## src/rtl/pjw_stream_hash.sv

```systemverilog
// PJW (ELF-style) streaming hash.
// Accepts one word in IDLE and hashes its byte lanes one per cycle, MSB lane first.
// The accumulator is carried across words until a word marked Last completes
// the message. The hash and the kept-byte count are then held until OutReady.
module pjw_stream_hash #(
    parameter int BYTES_PER_WORD = 4,
    parameter int HASH_W         = 32,
    parameter int LEN_W          = 16
) (
    input  logic                        clk,
    input  logic                        rst,
    input  logic                        Valid,
    output logic                        Ready,
    input  logic [8*BYTES_PER_WORD-1:0] DataIn,
    input  logic [BYTES_PER_WORD-1:0]   Keep,
    input  logic                        Last,
    input  logic                        Clear,
    output logic                        OutValid,
    input  logic                        OutReady,
    output logic [HASH_W-1:0]           DataOut,
    output logic [LEN_W-1:0]            MsgLen
);

    localparam int E       = HASH_W / 8;
    localparam int FOLD_SH = (3 * HASH_W) / 4;
    localparam int LANE_W  = (BYTES_PER_WORD > 1) ? $clog2(BYTES_PER_WORD) : 1;
    localparam logic [HASH_W-1:0] TOP_MASK = {{E{1'b1}}, {(HASH_W-E){1'b0}}};

    typedef enum logic [1:0] {IDLE, HASH, OUT} state_t;

    state_t                      state_q, state_d;
    logic [HASH_W-1:0]           acc_q, acc_d;
    logic [LEN_W-1:0]            cnt_q, cnt_d;
    logic [LANE_W-1:0]           lane_q, lane_d;
    logic [8*BYTES_PER_WORD-1:0] data_q, data_d;
    logic [BYTES_PER_WORD-1:0]   keep_q, keep_d;
    logic                        last_q, last_d;
    logic [HASH_W-1:0]           dout_q, dout_d;

    logic [7:0]                  lane_byte;
    logic                        lane_keep;
    logic [HASH_W-1:0]           shl, fold_x, folded, hashed;

    // Select the byte and keep bit of the lane currently being hashed.
    always_comb begin
        lane_byte = '0;
        lane_keep = 1'b0;
        for (int unsigned i = 0; i < BYTES_PER_WORD; i++) begin
            if (lane_q == LANE_W'(i)) begin
                lane_byte = data_q[8*i +: 8];
                lane_keep = keep_q[i];
            end
        end
    end

    // One PJW step: shift in the byte, fold the top E bits back down, clear them.
    always_comb begin
        shl    = {acc_q[HASH_W-E-1:0], {E{1'b0}}} + {{(HASH_W-8){1'b0}}, lane_byte};
        fold_x = shl & TOP_MASK;
        folded = (fold_x != '0) ? (shl ^ (fold_x >> FOLD_SH)) : shl;
        hashed = folded & ~fold_x;
    end

    // Next-state and datapath next values; Clear wins over Valid, and is ignored in OUT.
    always_comb begin
        state_d = state_q;
        acc_d   = acc_q;
        cnt_d   = cnt_q;
        lane_d  = lane_q;
        data_d  = data_q;
        keep_d  = keep_q;
        last_d  = last_q;
        dout_d  = dout_q;
        unique case (state_q)
            IDLE: begin
                if (Clear) begin
                    acc_d = '0;
                    cnt_d = '0;
                end else if (Valid) begin
                    data_d  = DataIn;
                    keep_d  = Keep;
                    last_d  = Last;
                    lane_d  = LANE_W'(BYTES_PER_WORD - 1);
                    state_d = HASH;
                end
            end
            HASH: begin
                if (Clear) begin
                    acc_d   = '0;
                    cnt_d   = '0;
                    state_d = IDLE;
                end else begin
                    if (lane_keep) begin
                        acc_d = hashed;
                        cnt_d = (cnt_q == '1) ? cnt_q : cnt_q + LEN_W'(1);
                    end
                    if (lane_q == '0) begin
                        if (last_q) begin
                            dout_d  = acc_d;
                            state_d = OUT;
                        end else begin
                            state_d = IDLE;
                        end
                    end else begin
                        lane_d = lane_q - LANE_W'(1);
                    end
                end
            end
            OUT: begin
                if (OutReady) begin
                    acc_d   = '0;
                    cnt_d   = '0;
                    state_d = IDLE;
                end
            end
            default: state_d = IDLE;
        endcase
    end

    // FSM state register.
    always_ff @(posedge clk) begin
        if (rst) state_q <= IDLE;
        else     state_q <= state_d;
    end

    // Datapath registers.
    always_ff @(posedge clk) begin
        if (rst) begin
            acc_q  <= '0;
            cnt_q  <= '0;
            lane_q <= '0;
            data_q <= '0;
            keep_q <= '0;
            last_q <= 1'b0;
            dout_q <= '0;
        end else begin
            acc_q  <= acc_d;
            cnt_q  <= cnt_d;
            lane_q <= lane_d;
            data_q <= data_d;
            keep_q <= keep_d;
            last_q <= last_d;
            dout_q <= dout_d;
        end
    end

    assign Ready    = (state_q == IDLE);
    assign OutValid = (state_q == OUT);
    assign DataOut  = dout_q;
    assign MsgLen   = cnt_q;

endmodule

```

## config.mk

```make
export PLATFORM = sky130hd
export DESIGN_NAME = pjw_stream_hash
export DESIGN_NICKNAME = d
export VERILOG_FILES = /design/src/rtl/pjw_stream_hash.sv
export SDC_FILE = /design/constraint.sdc
export NUM_CORES = 1
export LEC_CHECK = 0
export ABC_AREA = 1
export CORE_AREA = 2 2 95 142
export DETAILED_ROUTE_END_ITERATION = 12
export DIE_AREA = 0 0 97 144
export PLACE_DENSITY = 0.75
export SLEW_MARGIN = 20
export SYNTH_ARGS = -nofsm -noshare
export SYNTH_HDL_FRONTEND = slang
export SYNTH_SLANG_ARGS = --single-unit
```

## constraint.sdc

```tcl
create_clock -name clk -period 3.17 [get_ports clk]
set_input_delay 0.317 -clock clk [delete_from_list [all_inputs] [get_ports clk]]
set_output_delay 0.317 -clock clk [all_outputs]
set_load 0.005 [all_outputs]
```

# Yosys cells after proc, flatten, opt, wreduce, memory -nomap -nowiden
# Index checks and enable logic that the tools add are counted.
# classes
n_addsub	3
mul	0
n_div	0
magnitude_cmp	0
eq_ne	15
shifts	0
mux	32
n_bitwise	4
n_reduce_logical	11
# op_table
cell	count
$mux 32	5
$pmux 32 s3	1
$mux 16	5
$pmux 16 s3	1
$add 32x8->32	1
$and 32x32->32	1
$mux 8	4
$not 32->32	1
$reduce_bool 32->1	1
$xor 32x8->32	1
$mux 2	10
$add 16x1->16 const B	1
$eq 16x16->1 const B	1
$reduce_and 5->1	2
$ne 3x3->1 const B	3
$ne 2x2->1 const B	4
$reduce_and 4->1	2
$eq 2x2->1 const B	3
$pmux 2 s3	1
$reduce_and 3->1	2
$eq 2x1->1 const B	2
$logic_not 2->1	2
$mux 1	4
$ne 2x1->1 const B	2
5 further kinds	5
# word_totals
regBits	121
latch_bits	0
mem_bits_rw	0
romBits	0
in_bits	42
out_inout_bits	50
wordCells	73
mem_count	0

# Longest topological paths before layout
# Gate-level depths: netlist of the first run.
# depth
depth_word	12
depth_mapped	25
depth_no_buf	24

# Worst setup path after synthesis of the first run
# OpenSTA, ideal clock, no wires.
# synth_path
path_kind	register -> register
startpoint	reg lane_q[0]
endpoint	reg dout_q[16], in the netlist DataOut[16]
setup_time_ns	0.109
arrival_time_ns	2.885
required_ns	3.061
slack_ns	0.176
path_stages_with_launch	22
n_path_buf	1
period_less_slack_ns	2.994
path_cell_list	dfxtp_1 -> inv_1 -> ha_1 -> inv_1 -> clkbuf_1 -> o21ai_0 -> a21oi_1 -> ha_1 -> inv_1 -> fa_1 -> inv_1 -> nand3_1 -> nand2_1 -> nand2_1 -> nor2_4 -> nand2_1 -> o21ai_0 -> nand3_1 -> o21ai_1 -> nand2_1 -> nand2_1 -> inv_1
# synth_between
elab_chain_cells	10
word_cells_on_any_way	19
classes_between	add/sub: 1; eq/ne: 3; mux: 10; bitwise: 2; reduce/logical: 3
# synth_lines
item	line	source
from (decl)	34	logic [LANE_W-1:0] lane_q, lane_d;
from (signal assigned)	139	lane_q <= lane_d;
$logic_not 2->1	49, 97	
$mux 8 (4 in series)	49	if (lane_q == LANE_W'(i)) begin
$add 32x8->32	58	shl = {acc_q[HASH_W-E-1:0], {E{1'b0}}} + {{(HASH_W-8){1'b0}}, lane_byte};
$reduce_bool 32->1 or $xor 32x8->32 (tied branches)	60	folded = (fold_x != '0) ? (shl ^ (fold_x >> FOLD_SH)) : shl;
$mux 32	60	
$and 32x32->32	61	hashed = folded & ~fold_x;
$mux 32	93	if (lane_keep) begin
to (signal assigned)	143	dout_q <= dout_d;
to (decl)	38	logic [HASH_W-1:0] dout_q, dout_d;
# Parallel ways exist; a longest one is shown, timed or not.
# A chain may end at the register's enable or synchronous reset.

# Worst setup path in the final report of the first run
# layout_path
startpoint	reg lane_q[0]
endpoint	reg acc_q[4]
# layout_between
elab_chain_cells	12
word_cells_on_any_way	20
classes_between	add/sub: 1; eq/ne: 3; mux: 12; bitwise: 2; reduce/logical: 2
# layout_lines
item	line	source
$logic_not 2->1	49	
$mux 8 (4 in series)	49	
$add 32x8->32	58	
$reduce_bool 32->1 or $xor 32x8->32 (tied branches)	60	
$mux 32	60	
$and 32x32->32	61	
$mux 32 (*)	93	
$mux 32 (*)	88	if (Clear) begin
$pmux 32 s3 (*)	74	unique case (state_q)
to (signal assigned)	129	acc_q <= '0;
to (signal assigned)	137	acc_q <= acc_d;
to (decl)	32	logic [HASH_W-1:0] acc_q, acc_d;
# Every way passes the cells marked *; elsewhere a longest branch is shown, timed or not.

==> metrics.cfg, run 1 <==
[status]
status=complete, no violations

[grt]
grt_max_degree=60
grt_util_met1_pct=25.30
grt_pass1_wl_um=26600
top_usage_layer=met2
grt.met2_usage_pct=43.49
antenna_found_initial=0
use_met3_pct=4.688
overflow=0
grt_util_all_layers_pct=23.33
grt_pass1_vias=5867

[setup_path]
crit_required_ns=3.48
path_cells=inv_2 > ha_2 > inv_2 > nand3_1 > o21ai_0 > a21oi_1 > ha_2 > inv_1 > fa_2 > inv_1 > nand3_1 > nand2_2 > nand2_4 > nor2_4 > buf_4 > buf_4 > nand3_1 > nand2_1 > nand2_1 > nand3_1 > nand2_1 > nand2_1 > nand2_1
slowest_delay_ns=0.36
critPathArrivalTime_ns=3.26
crit_type=reg -> reg
worst_setup_path_end_kind=register
start_kind=register
crit_top_cell=nand2_1
crit_fanout=8
cp_slowest_cell=dfxtp_2

[cells_and_area]
synthToLayoutAreaGrowth_pct=28.73
seqCellArea_mm2=0.002425
nNetsFinal=1036
antenna_cells=0
final_area_mm2=0.007866
n_fill_cell=1218
final_core_util_pct=61.33
multi_input_area_mm2=0.003198
stdcell_count=1156
drive_above_1_share_pct=9.729

[power]
p_per_area_mw_per_mm2=511.4
totalPowerFinal_mw=4.023
leakage_nw=3.195
ir_drop_mv=0.2774

[sta]
fin_skew_ns=0.008928
finalSetupViolCount=0
fin_ws_ns=0.2212
period_share_pct=93.02
hold_violations=0
fin_hold_ws_ns=0.4495
setup-tns-final_ns=0
min_period_ns=2.949
slew_headroom_pct=62.44
worstMarginPinSlew_ns=0.5628
max_freq_mhz=339.1
finalMaxSlewViolations=0

[synth]
syn_inst=898
synth_area_leader_cell=dfxtp_1
synth_edf_count=0
yosysWarnings=0
yosysSeqAreaShare_pct=39.64
synth_most_common_cell=nand2_1
yosys.area.top_type_share_pct=39.64
syn_area_mm2=0.006111
synth_ff_type=dfxtp_1
synth_fp_nets=950
avgSynthCellArea_um2=6.805
synth_area_leaders=dfxtp_1, nand2_1, nor2_1
ys_ff_latch=121
synthTopCellsByCount=nand2_1, nor2_1, dfxtp_1
synth.distinct_cells=43
synthArstFlopShare_pct=0

[clock_network]
cts-root-buf=clkbuf_16
clock_latency_ns=0.42
htreeDepth=4
clk_pin_slew_ns=0.06
cts_sinks=121
cts_tree=yes
hold_buffers=0
cts_buffers=17
clk_path_buf_depth=2

[job]
drv_cap=0

[die]
initial_core_util_pct=47.64
core_mm2=0.01283
ios=92
die_x_um=97
fp.dieArea_mm2=0.01397
placementRows=51
fp.dieH_um=144

[detailed_routing]
drcViolationCount=0
via_per_inst=5.275
antenna_left=0
drt_wl_total_um=16220
vias=6098
detail_route.wl_per_cell_um=14.03
dr.pass1.iters=6
drtIter0Drc=295

[place]
dp_cells=1119
hpwlAfterDp_um=11480
port_buffers=91
post_dp_cell_area_mm2=0.007137
gp_congestion=0.9657
place_ws_ns=0.02167

[min_path]
hp-class=reg -> reg

==> sequential cells by signal (all words and copies together) (netlist names) <==
register and cells:
DataOut 32, acc_q 32, data_q 32, MsgLen 16, keep_q 4, lane_q 2
state_q 2, last_q 1
==> cells by family (layout without fill, tap and decap cells) <==
| logic type | Yosys count | after routing | share of synthesized area [%] |
|---|---|---|---|
| xor gates and xnor gates | 12 | 12 | 1.720 |
| adders and majority gates | 10 | 10 | 2.170 |
| buffers and inverters | 136 | 235 | 9.214 |
| and+or+nand+nor | 435 | 435 | 30.71 |
| AOI/OAI and AO/OA | 184 | 184 | 16.54 |
| DFF | 121 | 121 | 39.64 |
==> layout by cell type, fill, tap and decap left out, types with 5 or more instances in the layout <==
cell type	instances
inv_2	9
nor3_1	11
o211ai_1	8
inv_1	78
xor2_1	9
clkdlybuf4s50_1	91
nand3_1	85
dfxtp_1	119
o31ai_1	5
a21oi_1	42
o21ai_0	107
nor2_1	144
buf_4	20
nand4_1	8
clkbuf_16	17
nand2_1	160
inv_6	6
ha_1	5
==> report_power, final <==
group	switching, mW	internal, mW
Clock	0.759	1.25
Sequential	0.0369	1.57
Combinational	0.237	0.171
==> worst max-delay path: cells and delay by family, from the launching register on <==
kind	cells	cell delay [ns]
DFF	1	0.36
and+or+nand+nor	12	0.96
adders and majority gates	3	0.75
AOI/OAI and AO/OA	2	0.25
buffers and inverters	6	0.52
==> routing by layer <==
metal / share of wire [%] / wire length [um] / up-vias
li1: - / - / 3112
met1: 40 / 6495 / 2769
met2: 52 / 8514 / 174
met3: 4.4 / 719 / 43
met4: 3.0 / 489 / 0
met5: 0 / 0 / -
==> area by class of cell <==
type	count	area share (%)
multi-input cells	641	40.66
flip-flops and latches	121	30.83
repair buffers	112	13.74
clock buffers	17	5.408
inverters	91	4.454
well taps	159	2.529
clock inverters	15	2.386
==> path summary, 6_finish.rpt <==
kind         depth (start not counted)      start  slack (ns)           to
max                                 23  lane_q[0]        0.22     acc_q[4]
min                                  2  acc_q[31]        0.45  DataOut[31]
max reg2reg                         23  lane_q[0]        0.22     acc_q[4]
min reg2reg                          2  acc_q[31]        0.45  DataOut[31]
==> what timing repair did <==
action / in CTS / in global routing
buffers inserted: 0 / 5
resized for setup: 0 / 27
endpoints found under the hold margin: 0 / 0
endpoints found under the setup margin: 1 / 39
pin swaps: 0 / 4
No activity file was read; power rests on OpenSTA's default activity.
==> run 2, diff against run 1 <==
--- a/config.mk
+++ b/config.mk
@@ -6,10 +6,11 @@
 export NUM_CORES = 1
 export LEC_CHECK = 0
 export ABC_AREA = 1
-export CORE_AREA = 2 2 95 142
+export CORE_AREA = 2 2 94 141
 export DETAILED_ROUTE_END_ITERATION = 12
-export DIE_AREA = 0 0 97 144
-export PLACE_DENSITY = 0.75
+export DIE_AREA = 0 0 96 143
+export GPL_ROUTABILITY_DRIVEN = 0
+export PLACE_DENSITY = 0.73
 export SLEW_MARGIN = 20
 export SYNTH_ARGS = -nofsm -noshare
 export SYNTH_HDL_FRONTEND = slang
==> constraint.sdc (replaced) <==
create_clock -name clk -period 3.8 [get_ports clk]
set_input_delay 0.38 -clock clk [delete_from_list [all_inputs] [get_ports clk]]
set_output_delay 0.38 -clock clk [all_outputs]
set_load 0.005 [all_outputs]
==> run 2 against run 1 <==
Against the previous run:
- first-iteration DRC count decreased by 12%
- cell area decreased by 2.1%
- non-clock buffer count decreased by 12
- largest power group unchanged
- clock skew decreased by 0.00077 ns
- via count decreased by 0.93%
- clock power decreased by 19%
- total power decreased by 18%
- critical endpoint is now acc_q[26]
- setup slack improved by 0.28 ns
- wire length decreased by 1.9%
==> metrics.cfg, run 2 (synthesized netlist as in run 1, its figures left out) <==
[status]
status=complete, no violations

[clock_network]
hold_buffers=0
clock_latency_ns=0.42
htreeDepth=4
postCtsSetupBuffers=0
cts_tree=yes
clk_pin_slew_ns=0.05
cts_sinks=121
cts_resized=0
cts_buffers=17
clk_path_buf_depth=2
cts-root-buf=clkbuf_16

[sta]
fin_hold_ws_ns=0.4606
min_period_ns=3.296
max_freq_mhz=303.4
slew_headroom_pct=57.46
fin_skew_ns=0.008159
finalSetupViolCount=0
rsz0062_at_grt=false
finalMaxSlewViolations=0
hold_violations=0
setup-tns-final_ns=0
period_share_pct=86.74
worstMarginPinSlew_ns=0.6371

[setup_path]
worst_setup_path_end_kind=register
cp_slowest_cell=fa_1
critPathLaunch=lane_q[0]
crit_top_cell=nand2_1
start_kind=register
crit_type=reg -> reg
r2r_setup_slack_ns=0.50
r2r_end=acc_q[26]
critPathArrivalTime_ns=3.58
crit_family=simple AND/OR/NAND/NOR gates
r2r-start=lane_q[0]
slowest_delay_ns=0.40
crit_fanout=16
path_cells=inv_1 > ha_1 > inv_1 > o21ai_0 > a21oi_1 > ha_1 > inv_1 > fa_1 > inv_1 > nand3_1 > nand2_1 > nand2_1 > nor2_4 > nand2_1 > nor2_1 > nand3_1 > nand2_1 > nand2_1 > nand2_1 > o21ai_0
reg2regPathDepth=20
path_buf_inv=4
crit_required_ns=4.08

[detailed_routing]
via_per_inst=5.294
drcViolationCount=0
drtIter0Drc=260
vias=6041
drt_wl_total_um=15910
antenna_left=0
dr.pass1.iters=5
detail_route.wl_per_cell_um=13.94

[place]
dp_cells=1109
port_buffers=91
hpwlAfterDp_um=11270

[min_path]
hp-start=acc_q[29]
worstHoldPathCells=2
hold-path-endpoint=DataOut[29]
hp-class=reg -> reg

[cells_and_area]
layout_common_cells=nand2_1, nor2_1, dfxtp_1
final_core_util_pct=61.84
antenna_cells=0
n_fill_cell=1150
stdcell_count=1141
nNetsFinal=1024
synthToLayoutAreaGrowth_pct=25.98
layout_commonest_cell=nand2_1
drive_above_1_share_pct=6.599

[die]
die_x_um=96
initial_core_util_pct=49.09
fp.dieArea_mm2=0.01373
fp.dieH_um=143
placementRows=50
core_mm2=0.01245
ios=92

[grt]
grt_util_all_layers_pct=24.98
overflow=0
grt_max_degree=54
antenna_found_initial=0
grt_pass1_wl_um=26900
grt_pass1_vias=5766

[job]
drv_cap=0

[power]
totalPowerFinal_mw=3.296
ir_drop_mv=0.3124
leakage_nw=3.120
p_per_area_mw_per_mm2=428.1

[run 2: cell types whose count changed in the layout (fill, tap and decap cells not counted), sizes merged]
cell and delta:
clkbuf +3, buf -12, clkinv +1, bufinv -1
inv -3
[run 2: routing by layer]
layer  wire, um  vias up  GRT usage (%)
met5          0        -              0
met4        637        0          12.56
met3        711       56          5.541
met2       8192      171          42.98
met1       6365     2715          28.42
li1           -     3099              -
[run 2: stage by stage]
stage / instance area [um^2] / setup slack (ns)
3_5_place_dp: 7093 / 0.5227
5_1_grt: 7699 / 0.04531
3_3_place_gp: 7093 / 0.6233
2_1_floorplan: 6111 / 0.8060
6_report: 7699 / 0.5038
4_1_cts: 7699 / 0.5035
[run 2: final cells by class]
type	count	area, um^2	area share (%)
clock buffer	20	466.7	6.062
timing repair buffer	100	1003	13.03
clock inverter	12	138.9	1.804
multi-input combinational	641	3126	40.60
tap	156	195.2	2.535
sequential	121	2422	31.46
inverter	91	346.6	4.502
[run 2: how the worst max path moves through the flow]
stage	cells after the start	slack, ns	endpoint
CTS	20	0.50	acc_q[26]
finish	20	0.50	acc_q[26]
floorplan	21	0.81	DataOut[16]
global placement	20	0.62	acc_q[26]
detailed placement	20	0.52	acc_q[26]
global route	23	0.05	DataOut[20]
[run 2: report_power, final]
part,internal (mW),switching [mW],leakage (nW)
combinational,0.132,0.193,1.85
clock,1.02,0.611,0.286
sequential,1.31,0.0295,0.983
total,2.46,0.833,3.12
[run 2: worst min-delay path: stages (launching register included)]
cell	delay, ns
dfxtp_1	0.30
nand2_1	0.06
a21oi_1	0.05
==> run 3, diff against run 2 <==
--- a/config.mk
+++ b/config.mk
@@ -6,11 +6,11 @@
 export NUM_CORES = 1
 export LEC_CHECK = 0
 export ABC_AREA = 1
-export CORE_AREA = 2 2 94 141
+export CORE_AREA = 2 2 114 116
 export DETAILED_ROUTE_END_ITERATION = 12
-export DIE_AREA = 0 0 96 143
+export DIE_AREA = 0 0 116 118
 export GPL_ROUTABILITY_DRIVEN = 0
-export PLACE_DENSITY = 0.73
+export PLACE_DENSITY = 0.74
 export SLEW_MARGIN = 20
 export SYNTH_ARGS = -nofsm -noshare
 export SYNTH_HDL_FRONTEND = slang
==> run 3 against run 2 <==
Against the previous run:
- clock power rose by 12%
- sequential cell count unchanged
- clock skew fell by 0.00074 ns
- via count rose by 0.51%
- first-iteration DRC count is 47% higher
- critical path depth is 3 lower
- final cell count increased by 1.6%
- highest routed layer unchanged
- die area down 0.29%
- wire length up 0.21%
- count of clock-buffer cells in the layout unchanged
==> metrics.cfg, run 3 (synthesized netlist as in run 1, its figures left out) <==
[status]
status=complete, no violations

[die]
ios=92
placementRows=41
die_x_um=116
fp.dieH_um=118
initial_core_util_pct=49.22
core_mm2=0.01241
fp.dieArea_mm2=0.01369

[power]
leakage_nw=3.154
p_per_area_mw_per_mm2=449.4
ir_drop_mv=0.2608
totalPowerFinal_mw=3.492

[sta]
finalSetupViolCount=0
max_freq_mhz=303.0
fin_ws_ns=0.4994
worstMarginPinSlew_ns=0.6250
period_share_pct=86.86
fin_hold_ws_ns=0.4546
min_period_ns=3.301
hold_violations=0
rsz0062_at_grt=false
setup-tns-final_ns=0
finalMaxSlewViolations=0
slew_headroom_pct=58.28
fin_skew_ns=0.007416

[setup_path]
slowest_delay_ns=0.38
cp_slowest_cell=dfxtp_1
path_cells=inv_1 > ha_1 > inv_1 > nand3_1 > a22oi_1 > inv_1 > ha_1 > nand3_1 > nand3_1 > nand3_1 > nand2_1 > nand2_1 > xor2_1 > o21ai_0 > nand2_1 > nand2_1 > inv_1
crit_fanout=16
critPathArrivalTime_ns=3.62
worst_setup_path_end_kind=register
crit_type=reg -> reg
crit_required_ns=4.12
start_kind=register

[detailed_routing]
vias=6072
via_per_inst=5.239
drt_wl_total_um=15940
antenna_left=0
detail_route.wl_per_cell_um=13.75
drtIter0Drc=383
dr.pass1.iters=5
drcViolationCount=0

[cells_and_area]
multi_input_area_mm2=0.003126
drive_above_1_share_pct=6.586
seqCellArea_mm2=0.002422
layout_commonest_cell=nand2_1
antenna_cells=0
nNetsFinal=1026
n_fill_cell=1173
layout_common_cells=nand2_1, nor2_1, dfxtp_1
stdcell_count=1159
synthToLayoutAreaGrowth_pct=27.17

[clock_network]
cts_sinks=121
cts_resized=0
cts-root-buf=clkbuf_16
postCtsSetupBuffers=0
cts_tree=yes
clk_path_buf_depth=2
clock_latency_ns=0.42
cts_buffers=17
clk_pin_slew_ns=0.06
htreeDepth=4
hold_buffers=0

[grt]
grt_pass1_wl_um=26620
grt_pass1_vias=5555
antenna_found_initial=0
overflow=0
grt_util_all_layers_pct=24.39
grt_max_degree=62

[place]
dp_cells=1127
hpwlAfterDp_um=11010
place_ws_ns=0.5074
port_buffers=91

[min_path]
hp-class=reg -> reg

[job]
drv_cap=0

[run 3: cell types whose count changed in the layout (fill, tap and decap cells not counted), sizes merged]
| cell | before | now |
|---|---|---|
| clkinvlp | 4 | 3 |
| inv | 92 | 89 |
| buf | 9 | 11 |
| bufinv | 2 | 6 |
[run 3: routing by layer]
metal / part of all wire (%) / wire [um] / GRT usage (%)
met1: 46 / 7310 / 32.66
met4: 2.3 / 373 / 8.408
met3: 6.0 / 961 / 6.849
met2: 46 / 7296 / 37.57
met5: 0 / 0 / 0
[run 3: power breakdown]
group	internal (mW)	switching, mW	total [mW]
combinational	0.131	0.196	0.327
sequential	1.31	0.0289	1.34
clock	1.24	0.584	1.83
[run 3: final cells by class]
cell class                      count  share of cell area, %
Clock buffer                       20                  5.748
Clock inverter                     12                  2.850
Inverter                           91                  4.460
Multi-Input combinational cell    641                  40.22
Sequential cell                   121                  31.17
Tap cell                          172                  2.769
Timing Repair Buffer              102                  12.78
[run 3: per-stage QoR]
step / cell area, um^2 / utilization [%]
2_1_floorplan: 6111 / -
3_3_place_gp: 7103 / 57.22
3_5_place_dp: 7103 / 57.22
4_1_cts: 7771 / 62.60
5_1_grt: 7771 / 62.60
6_report: 7771 / 62.60
[run 3: critical path: cells and delay by family (launching register included)]
kind | cells | cell delay (ns)
simple gates | 8 | 1.08
buf+inv | 4 | 0.53
compound gates | 2 | 0.53
fa+ha+maj | 2 | 0.51
flops | 1 | 0.38
xor+xnor | 1 | 0.15
[run 3: path summary, 6_finish.rpt]
check	from	endpoint	slack (ns)	depth (start not counted)
setup reg to reg	lane_q[0]	DataOut[23]	0.50	17
hold reg to reg	data_q[21]	data_q[21]	0.45	2
hold / removal	data_q[21]	data_q[21]	0.45	2
setup / recovery	lane_q[0]	DataOut[23]	0.50	17
